===== src/rtl/flipflop_countdown_4b.sv =====
// rtl/flipflop_countdown_4b.sv - loadable prescaled down-counter with reload register and IDLE/RUN/HOLD control
// Optional periodic mode: define FLIPFLOP_COUNTDOWN_AUTO_RELOAD_EN.
module flipflop_countdown_4b #(
    parameter int WIDTH    = 4,
    parameter int PRESCALE = 2
) (
    input  logic             clk,
    input  logic             rst_n,
    input  logic             load_valid,
    output logic             load_ready,
    input  logic [WIDTH-1:0] load_value,
    input  logic             start,
    input  logic             stop,
    output logic [WIDTH-1:0] count,
    output logic [WIDTH-1:0] reload_reg,
    output logic             busy,
    output logic             done
);

    localparam int PW = (PRESCALE > 1) ? $clog2(PRESCALE) : 1;
    localparam logic [PW-1:0] PRESC_MAX = PW'(PRESCALE - 1);

    typedef enum logic [1:0] {
        IDLE = 2'd0,
        RUN  = 2'd1,
        HOLD = 2'd2
    } state_t;

    state_t           state_q, state_d;
    logic [WIDTH-1:0] count_q, count_d;
    logic [WIDTH-1:0] reload_q, reload_d;
    logic [PW-1:0]    presc_q, presc_d;
    logic             busy_q, busy_d;
    logic             done_q, done_d;
    logic             load_ready_q, load_ready_d;
    logic [WIDTH-1:0] count_eff;

    always_comb begin
        state_d   = state_q;
        count_d   = count_q;
        reload_d  = reload_q;
        presc_d   = presc_q;
        done_d    = 1'b0;
        count_eff = count_q;

        case (state_q)
            IDLE, HOLD: begin
                if (load_valid && load_ready_q) begin
                    reload_d  = load_value;
                    count_d   = load_value;
                    count_eff = load_value;
                    state_d   = IDLE;
                end
                // start is judged against the value after any same-cycle load
                if (start && !stop && (count_eff != '0)) begin
                    state_d = RUN;
                    presc_d = '0;
                end
            end
            RUN: begin
                if (stop) begin
                    state_d = HOLD;
                end else if (presc_q == PRESC_MAX) begin
                    presc_d = '0;
                    if (count_q == WIDTH'(1)) begin
                        done_d = 1'b1;
`ifdef FLIPFLOP_COUNTDOWN_AUTO_RELOAD_EN
                        count_d = reload_q;
`else
                        count_d = '0;
                        state_d = IDLE;
`endif
                    end else begin
                        count_d = count_q - WIDTH'(1);
                    end
                end else begin
                    presc_d = presc_q + PW'(1);
                end
            end
            default: state_d = IDLE;
        endcase

        busy_d       = (state_d == RUN);
        load_ready_d = (state_d != RUN);
    end

    always_ff @(posedge clk) begin
        if (!rst_n) begin
            state_q      <= IDLE;
            count_q      <= '0;
            reload_q     <= '0;
            presc_q      <= '0;
            busy_q       <= 1'b0;
            done_q       <= 1'b0;
            load_ready_q <= 1'b1;
        end else begin
            state_q      <= state_d;
            count_q      <= count_d;
            reload_q     <= reload_d;
            presc_q      <= presc_d;
            busy_q       <= busy_d;
            done_q       <= done_d;
            load_ready_q <= load_ready_d;
        end
    end

    assign count      = count_q;
    assign reload_reg = reload_q;
    assign busy       = busy_q;
    assign done       = done_q;
    assign load_ready = load_ready_q;

endmodule


===== config.mk =====
export PLATFORM = sky130hd
export DESIGN_NAME = flipflop_countdown_4b
export DESIGN_NICKNAME = d
export VERILOG_FILES = /design/src/rtl/flipflop_countdown_4b.sv
export SDC_FILE = /design/constraint.sdc
export NUM_CORES = 1
export LEC_CHECK = 0
export CORE_MARGIN = 3
export CORE_UTILIZATION = 35
export CTS_CLUSTER_DIAMETER = 200
export DETAILED_ROUTE_END_ITERATION = 10
export SYNTH_ARGS = -nofsm -noshare
export SYNTH_HDL_FRONTEND = slang
export SYNTH_SLANG_ARGS = --single-unit

===== constraint.sdc =====
create_clock -name clk -period 4.1 [get_ports clk]
set_input_delay 1.025 -clock clk [delete_from_list [all_inputs] [get_ports clk]]
set_output_delay 1.025 -clock clk [all_outputs]
set_load 0.02 [all_outputs]

# == Word-level counts from Yosys, hierarchy flattened ==
# Index checks and enable logic that the tools add are counted.
# totals
ff_bits,14
# classes
addsub,2
eq_ne,8
mux,17
bitwise,3
reduce_logical,12
# ops
op,n
$mux 4,5
$mux 2,5
$pmux 4 s2,1
$ne 2x2->1 const B,3
$reduce_and 3->1,2
$eq 2x1->1 const B,2
$eq 4x1->1 const B,1
$mux 1,4
$pmux 2 s2,1
$reduce_bool 4->1,1
$reduce_or 4->1,1
$sub 4x1->4 const B,1
$logic_and 1x1->1,3
$not 1->1,3
$eq 2x2->1 const B,1
$logic_not 2->1,1
$ne 2x1->1 const B,1
$pmux 1 s2,1
$reduce_and 2->1,1
$reduce_bool 2->1,1
$reduce_or 2->1,1
$add 1x1->1 const B,1
$logic_not 1->1,1

# == Longest topological paths before layout ==
# Gate-level depths: netlist of run 1.
# logic_depth
word_depth,8
mapped_depth,6

# == Worst setup path after synthesis of run 1 ==
# No wires, ideal clock.
# synth_path
path_type,input to register
start,in load_value[1]
end,reg busy_q (netlist: busy)
setup_ps,146
t_arrival_ps,1848
required_ps,3954
path_slack_ps,2106
cell_stages,3
n_path_buf,0
cell_sequence,or4_1 > o211ai_2 > o32ai_1
# synth_via
elab_chain_len,7
# synth_lines
item,line,rtl
start: declaration,11,"input logic [WIDTH-1:0] load_value,"
$mux 4,n/a,
$mux 4,46,case (state_q)
$reduce_bool 4->1,55,if (start && !stop && (count_eff != '0)) begin
$logic_and 1x1->1,55,
$mux 2,55,
$pmux 2 s2,46,
$eq 2x1->1,83,busy_d = (state_d == RUN);
end signal: assignment,101,busy_q <= busy_d;
end: declaration,33,"logic busy_q, busy_d;"
# No other way between the ends. The select of a mux whose other input is x is not followed.
# A chain may end at the register's enable or synchronous reset.

# == Final worst setup path of run 1 ==
# layout_path
start,reg count_q[2] (netlist: count[2])
end,out count[2]
# layout_lines
item,line,rtl
start: declaration,30,"logic [WIDTH-1:0] count_q, count_d;"
start signal: assignment,98,count_q <= count_d;
end: declaration,14,"output logic [WIDTH-1:0] count,"
# No word-level cell between the ends.

==> reports/metrics.csv, run 1 <==
stage,metric,value,unit
critical_path,r2r_cells,5,
clocking,cts_tree,done,
global_route,grt_overflow_total,0,
synth,netlist_area,738.2,µm²
critical_path,path_depth,1,
critical_path,rrSetupSlack,2.31,ns
pwr,power.total,345.9,µW
detailed_routing,drt-pass1-iter-count,4,
placed_design,port_buffers,19,
clocking,cts_made_buffers,3,
critical_path,path_buf_inv,1,
cells_and_area,fillCellCount,177,
pwr,p_leak,0.3833,nW
placed_design,dpl.cell_count,122,
clocking,cts_hold_buffers,0,
run,cap_violations,0,
synth,synth_top_area_share,0.3797,
hold_path,hp-start,reload_reg[0],
cells_and_area,nets,113,
timing,max_clock_freq,411.6,MHz
critical_path,crit_chain,clkdlybuf4s50_1,
synth,ys_seq_area_frac,0.3797,
detailed_routing,antenna_left,0,
timing,drv_slew,0,
synth,synth_nets,91,
clocking,root_buffer,clkbuf_4,
synth,synth_area_leader_cell,dfxtp_1,
timing,finalSetupViolations,0,
critical_path,r2r_end,count[3],
cells_and_area,mostFrequentLayoutCell,clkdlybuf4s50_1,
synth,ys_ff_latch,14,
critical_path,critPathRequiredTime,3.07,ns
timing,fin_crit,2.429,ns
global_route,antenna_found_initial,0,
timing,skew,0.005235,ns
global_route,grt_pass1_wl,2773,µm
critical_path,path_class,flop to primary output,
detailed_routing,drt-initial-drc-count,7,
detailed_routing,drc,0,
critical_path,slowest_stage,clkdlybuf4s50_1,
clocking,clk_transition_reported_paths,0.09,ns
die,ios,20,
critical_path,start_kind,flop,
critical_path,crit_path_end_kind,primary output,
critical_path,r2r_start,count[0],
critical_path,crit_path_start,count[2],
critical_path,cp_max_fo,8,
timing,finalHoldViolations,0,
placed_design,gp_congestion,0.7839,
timing,grt_setup_unrepaired,false,
detailed_routing,num_vias,679,
detailed_routing,drt-wirelength-per-cell,13.54,µm
critical_path,crit_path_max_incr_delay,0.66,ns
die,initial_core_util,0.3973,
die,dieHeight,51.93,µm
pwr,power.density,355.3,nW/µm²
placed_design,dp_hpwl,1259,µm
die,coreArea,1858,µm²
timing,whs,0.5070,ns
hold_path,holdCritPathClass,flop to flop,
timing,worst_slew_pin_slew,0.6063,ns
pwr,vdd_drop_max,0.0001771,V
critical_path,crit_family,buffers and inverters,
global_route,grt_start_max_net_pins,15,
die,rows,15,
clocking,clock_sinks,14,
synth,synth.avg_cell_area,9.228,µm²
detailed_routing,wirelength,1693,µm
clocking,clock_path_buffers,2,
synth,yosysWarnings,0,
timing,timing.final.crit_share,0.5925,
timing,relSlewSlack,0.5923,
synth,synthCells,80,
critical_path,crit_path_end,count[2],
cells_and_area,instances_no_fill,125,
cells_and_area,drive_gt1_frac,0.1000,
cells_and_area,diodes,0,
die,dieWidth,51.93,µm
die,dieArea,2696,µm²
run_status,status,completed,
timing,final.setup.tns,0,ns
cells_and_area,seq_area,280.3,µm²
cells_and_area,final_cell_mix,"clkdlybuf4s50_1 (19), dfxtp_1 (14), inv_1 (8)",
synth,synth_cell_types,33,
global_route,grt_pass1_vias,599,
detailed_routing,drt-vias-per-instance,5.432,
clocking,clock_latency,0.28,ns
global_route,gr-usage-all-layers,0.1373,
cells_and_area,multi_input_area,419.2,µm²
synth,synth_area_leaders,"dfxtp_1 (38%), mux2i_1 (9.5%), inv_1 (4.1%)",
critical_path,crit_arrival,1.40,ns
clocking,cts_setup_buffers,0,
clocking,htreeDepth,1,
cells_and_area,syn_to_final_growth,31.86,%
clocking,cts_resized,0,
-- Yosys cell counts, drive strengths merged --
| cell type | count |
|---|---|
| dfxtp | 14 |
| inv | 8 |
| mux2i | 7 |
| nand2 | 5 |
| nand3 | 4 |
| nor2b | 4 |
| o21ai | 4 |
| a21oi | 3 |
| nor3 | 3 |
| o31ai | 3 |
| o32ai | 3 |
| a32o | 2 |
| ha | 2 |
| nand2b | 2 |
| or4 | 2 |
| a211oi | 1 |
| a31oi | 1 |
| a41o | 1 |
| and2 | 1 |
| buf | 1 |
| clkbuf | 1 |
| nor2 | 1 |
| nor3b | 1 |
| nor4 | 1 |
| o211ai | 1 |
| o21a | 1 |
| o22a | 1 |
| o22ai | 1 |
| o32a | 1 |
-- worst min path at each step --
stage	depth (start not counted)	to
5_1_grt	2	reload_reg[1]
4_1_cts	2	reload_reg[0]
2_1_floorplan	1	presc_q
3_3_place_gp	2	reload_reg[0]
3_5_place_dp	2	reload_reg[0]
6_report	2	reload_reg[0]
-- power breakdown --
part           leakage [nW]  switching (mW)  internal (mW)
registers             0.115          0.0144          0.148
logic                 0.255          0.0517         0.0541
clock network        0.0138          0.0442         0.0340
-- per-stage QoR --
step / utilization / setup slack (ns) / area [µm²]
5_1_grt: 0.5239 / 1.626 / 973.4
3_3_place_gp: 0.5118 / 1.584 / 950.9
3_5_place_dp: 0.5118 / 1.558 / 950.9
2_1_floorplan: - / 2.106 / 738.2
4_1_cts: 0.5239 / 1.671 / 973.4
6_report: 0.5239 / 1.671 / 973.4
-- cell type report --
cell class                      instances  share of cell area
Inverter                                8             0.03085
Timing Repair Buffer                   19              0.1954
Tap cell                               25             0.03213
Multi-Input combinational cell         56              0.4306
Sequential cell                        14              0.2879
Clock buffer                            3             0.02314
-- layer usage --
| layer | GRT usage | routed length [µm] | part of all wire | vias to the layer above |
|---|---|---|---|---|
| met4 | 0.06550 | 25 | 0.015 | 0 |
| met1 | 0.1924 | 849 | 0.50 | 311 |
| met5 | 0 | 0 | 0 | - |
| met3 | 0.02579 | 83 | 0.049 | 4 |
| li1 | - | - | - | 347 |
| met2 | 0.1987 | 735 | 0.43 | 17 |
-- cell families after synthesis --
logic type | share of synthesized area
flops | 0.3797
buf+inv | 0.05253
simple gates | 0.1949
fa+ha+maj | 0.03389
compound gates | 0.2441
mux | 0.09492
Note: power is estimated with default switching activity, not from simulation.
==> run 2: changes to the inputs <==
==> constraint.sdc (replaced) <==
create_clock -name clk -period 2.5 [get_ports clk]
set_input_delay 0.625 -clock clk [delete_from_list [all_inputs] [get_ports clk]]
set_output_delay 0.625 -clock clk [all_outputs]
set_load 0.02 [all_outputs]
==> run 2 against run 1 <==
Effect of this change:
- clock-buffer cell count rose by 1
- sequential share of layout area fell by 0.83 points
- largest power group unchanged
- highest routed layer unchanged
- critical path depth did not move
- flip-flop and latch count did not move
- power rose by 74%
- worst hold slack improved by 0.011 ns
==> reports/metrics.csv, run 2 (synthesis results as in run 1) <==
stage,metric,value,unit
pwr,vdd_drop_max,0.0003609,V
detailed_routing,drt-vias-per-instance,5.156,
critical_path,crit_arrival,1.40,ns
placed_design,port_buffers,19,
die,dieWidth,51.93,µm
clocking,cts_hold_buffers,0,
global_route,antenna_found_initial,0,
run,cap_violations,0,
critical_path,start_kind,flop,
pwr,power.density,600.3,nW/µm²
placed_design,dp_slack,0.3660,ns
cells_and_area,mostFrequentLayoutCell,clkdlybuf4s50_1,
pwr,switching_share,0.2995,
cells_and_area,drive_gt1_frac,0.1262,
timing,finalHoldViolations,0,
timing,relSlewSlack,0.5686,
cells_and_area,nets,115,
timing,max_clock_freq,493.5,MHz
timing,drv_slew,0,
die,rows,15,
clocking,htreeDepth,1,
clocking,clock_latency,0.27,ns
clocking,cts_tree,done,
placed_design,dp_hpwl,1296,µm
timing,fin_crit,2.026,ns
detailed_routing,antenna_left,0,
pwr,p_leak,0.4006,nW
timing,final.setup.tns,0,ns
detailed_routing,drt-initial-drc-count,15,
critical_path,slowest_stage,clkdlybuf4s50_1,
clocking,clock_sinks,14,
global_route,grt_pass1_wl,2911,µm
cells_and_area,final_cell_mix,"clkdlybuf4s50_1 (19), dfxtp_1 (14), inv_1 (8)",
detailed_routing,wirelength,1691,µm
critical_path,crit_path_max_incr_delay,0.66,ns
global_route,grt_start_max_net_pins,9,
global_route,gr-usage-all-layers,0.1441,
timing,skew,0.002902,ns
global_route,grt_pass1_vias,643,
die,ios,20,
die,dieArea,2696,µm²
critical_path,crit_chain,clkdlybuf4s50_1,
detailed_routing,drt-pass1-iter-count,3,
critical_path,critPathRequiredTime,1.88,ns
pwr,p_int,421.4,µW
clocking,clk_transition_reported_paths,0.09,ns
pwr,combPwrFrac,0.291,
clocking,cts_made_buffers,3,
timing,grt_setup_unrepaired,false,
run_status,status,completed,
detailed_routing,num_vias,660,
die,initial_core_util,0.3973,
hold_path,holdCritPathClass,flop to flop,
critical_path,cp_max_fo,8,
critical_path,path_buf_inv,1,
die,coreArea,1858,µm²
clocking,cts_resized,0,
timing,finalSetupViolations,0,
cells_and_area,final_core_util,0.5394,
detailed_routing,drc,0,
cells_and_area,syn_to_final_growth,35.76,%
timing,setup_ws,0.4736,ns
pwr,seq_power_share,0.441,
placed_design,gp_congestion,0.7983,
critical_path,crit_family,buffers and inverters,
pwr,power_switching,180.2,µW
critical_path,crit_path_end_kind,primary output,
critical_path,path_class,flop to primary output,
clocking,clock_path_buffers,2,
timing,worst_slew_pin_slew,0.6411,ns
timing,timing.final.crit_share,0.8106,
pwr,p_clk_frac,0.268,
global_route,grt_overflow_total,0,
cells_and_area,diodes,0,
clocking,root_buffer,clkbuf_4,
detailed_routing,drt-wirelength-per-cell,13.21,µm
clocking,cts_setup_buffers,0,
die,dieHeight,51.93,µm
## run 2: changes by cell type in the layout (fill, tap and decap cells not counted)
cell | previous run | this run
clkbuf_8 | 0 | 1
buf_4 | 0 | 2
## run 2: worst paths after layout
kind                                      end  depth (start not counted)  slack, ns          start
worst max-delay path                 count[2]                          1       0.47       count[2]
worst min-delay path            reload_reg[0]                          2       0.52  reload_reg[0]
worst max register to register       count[3]                          5       0.76       count[0]
worst min register to register  reload_reg[0]                          2       0.52  reload_reg[0]
## run 2: final cells by class
| cell class | instances | area (µm²) |
|---|---|---|
| multi-input cells | 56 | 419.2 |
| fillers | 180 | 855.8 |
| inverters | 8 | 30.03 |
| clock buffers | 4 | 36.28 |
| repair buffers | 21 | 205.2 |
| well taps | 25 | 31.28 |
| flip-flops and latches | 14 | 280.3 |
## run 2: power groups by stage
| stage | Clock [mW] | Sequential [mW] | Combinational (mW) |
|---|---|---|---|
| 2_1_floorplan | 0 | 0.286 | 0.0909 |
| 3_3_place_gp | 0 | 0.270 | 0.178 |
| 3_5_place_dp | 0 | 0.270 | 0.176 |
| 4_1_cts | 0.167 | 0.265 | 0.177 |
| 5_1_grt | 0.179 | 0.269 | 0.193 |
| 6_report | 0.161 | 0.265 | 0.175 |
## run 2: through the flow
stage               instance area, µm²  hold slack [ns]  power [mW]  cells
finish                            1002           0.5176      0.6016    128
CTS                               1002           0.5238      0.6090    128
global route                      1002           0.5618      0.6411    128
global placement                 965.9           0.4808      0.4481    124
floorplan                        738.2           0.5315      0.3766     80
detailed placement               965.9           0.5036      0.4460    124
## run 2: layer usage
layer  wire length, µm  global-route usage  up-vias
met4                12             0.05240        0
met2               721              0.2134       11
met3                63             0.03725        2
met5                 0                   0        -
li1                  -                   -      347
met1               894              0.1983      300
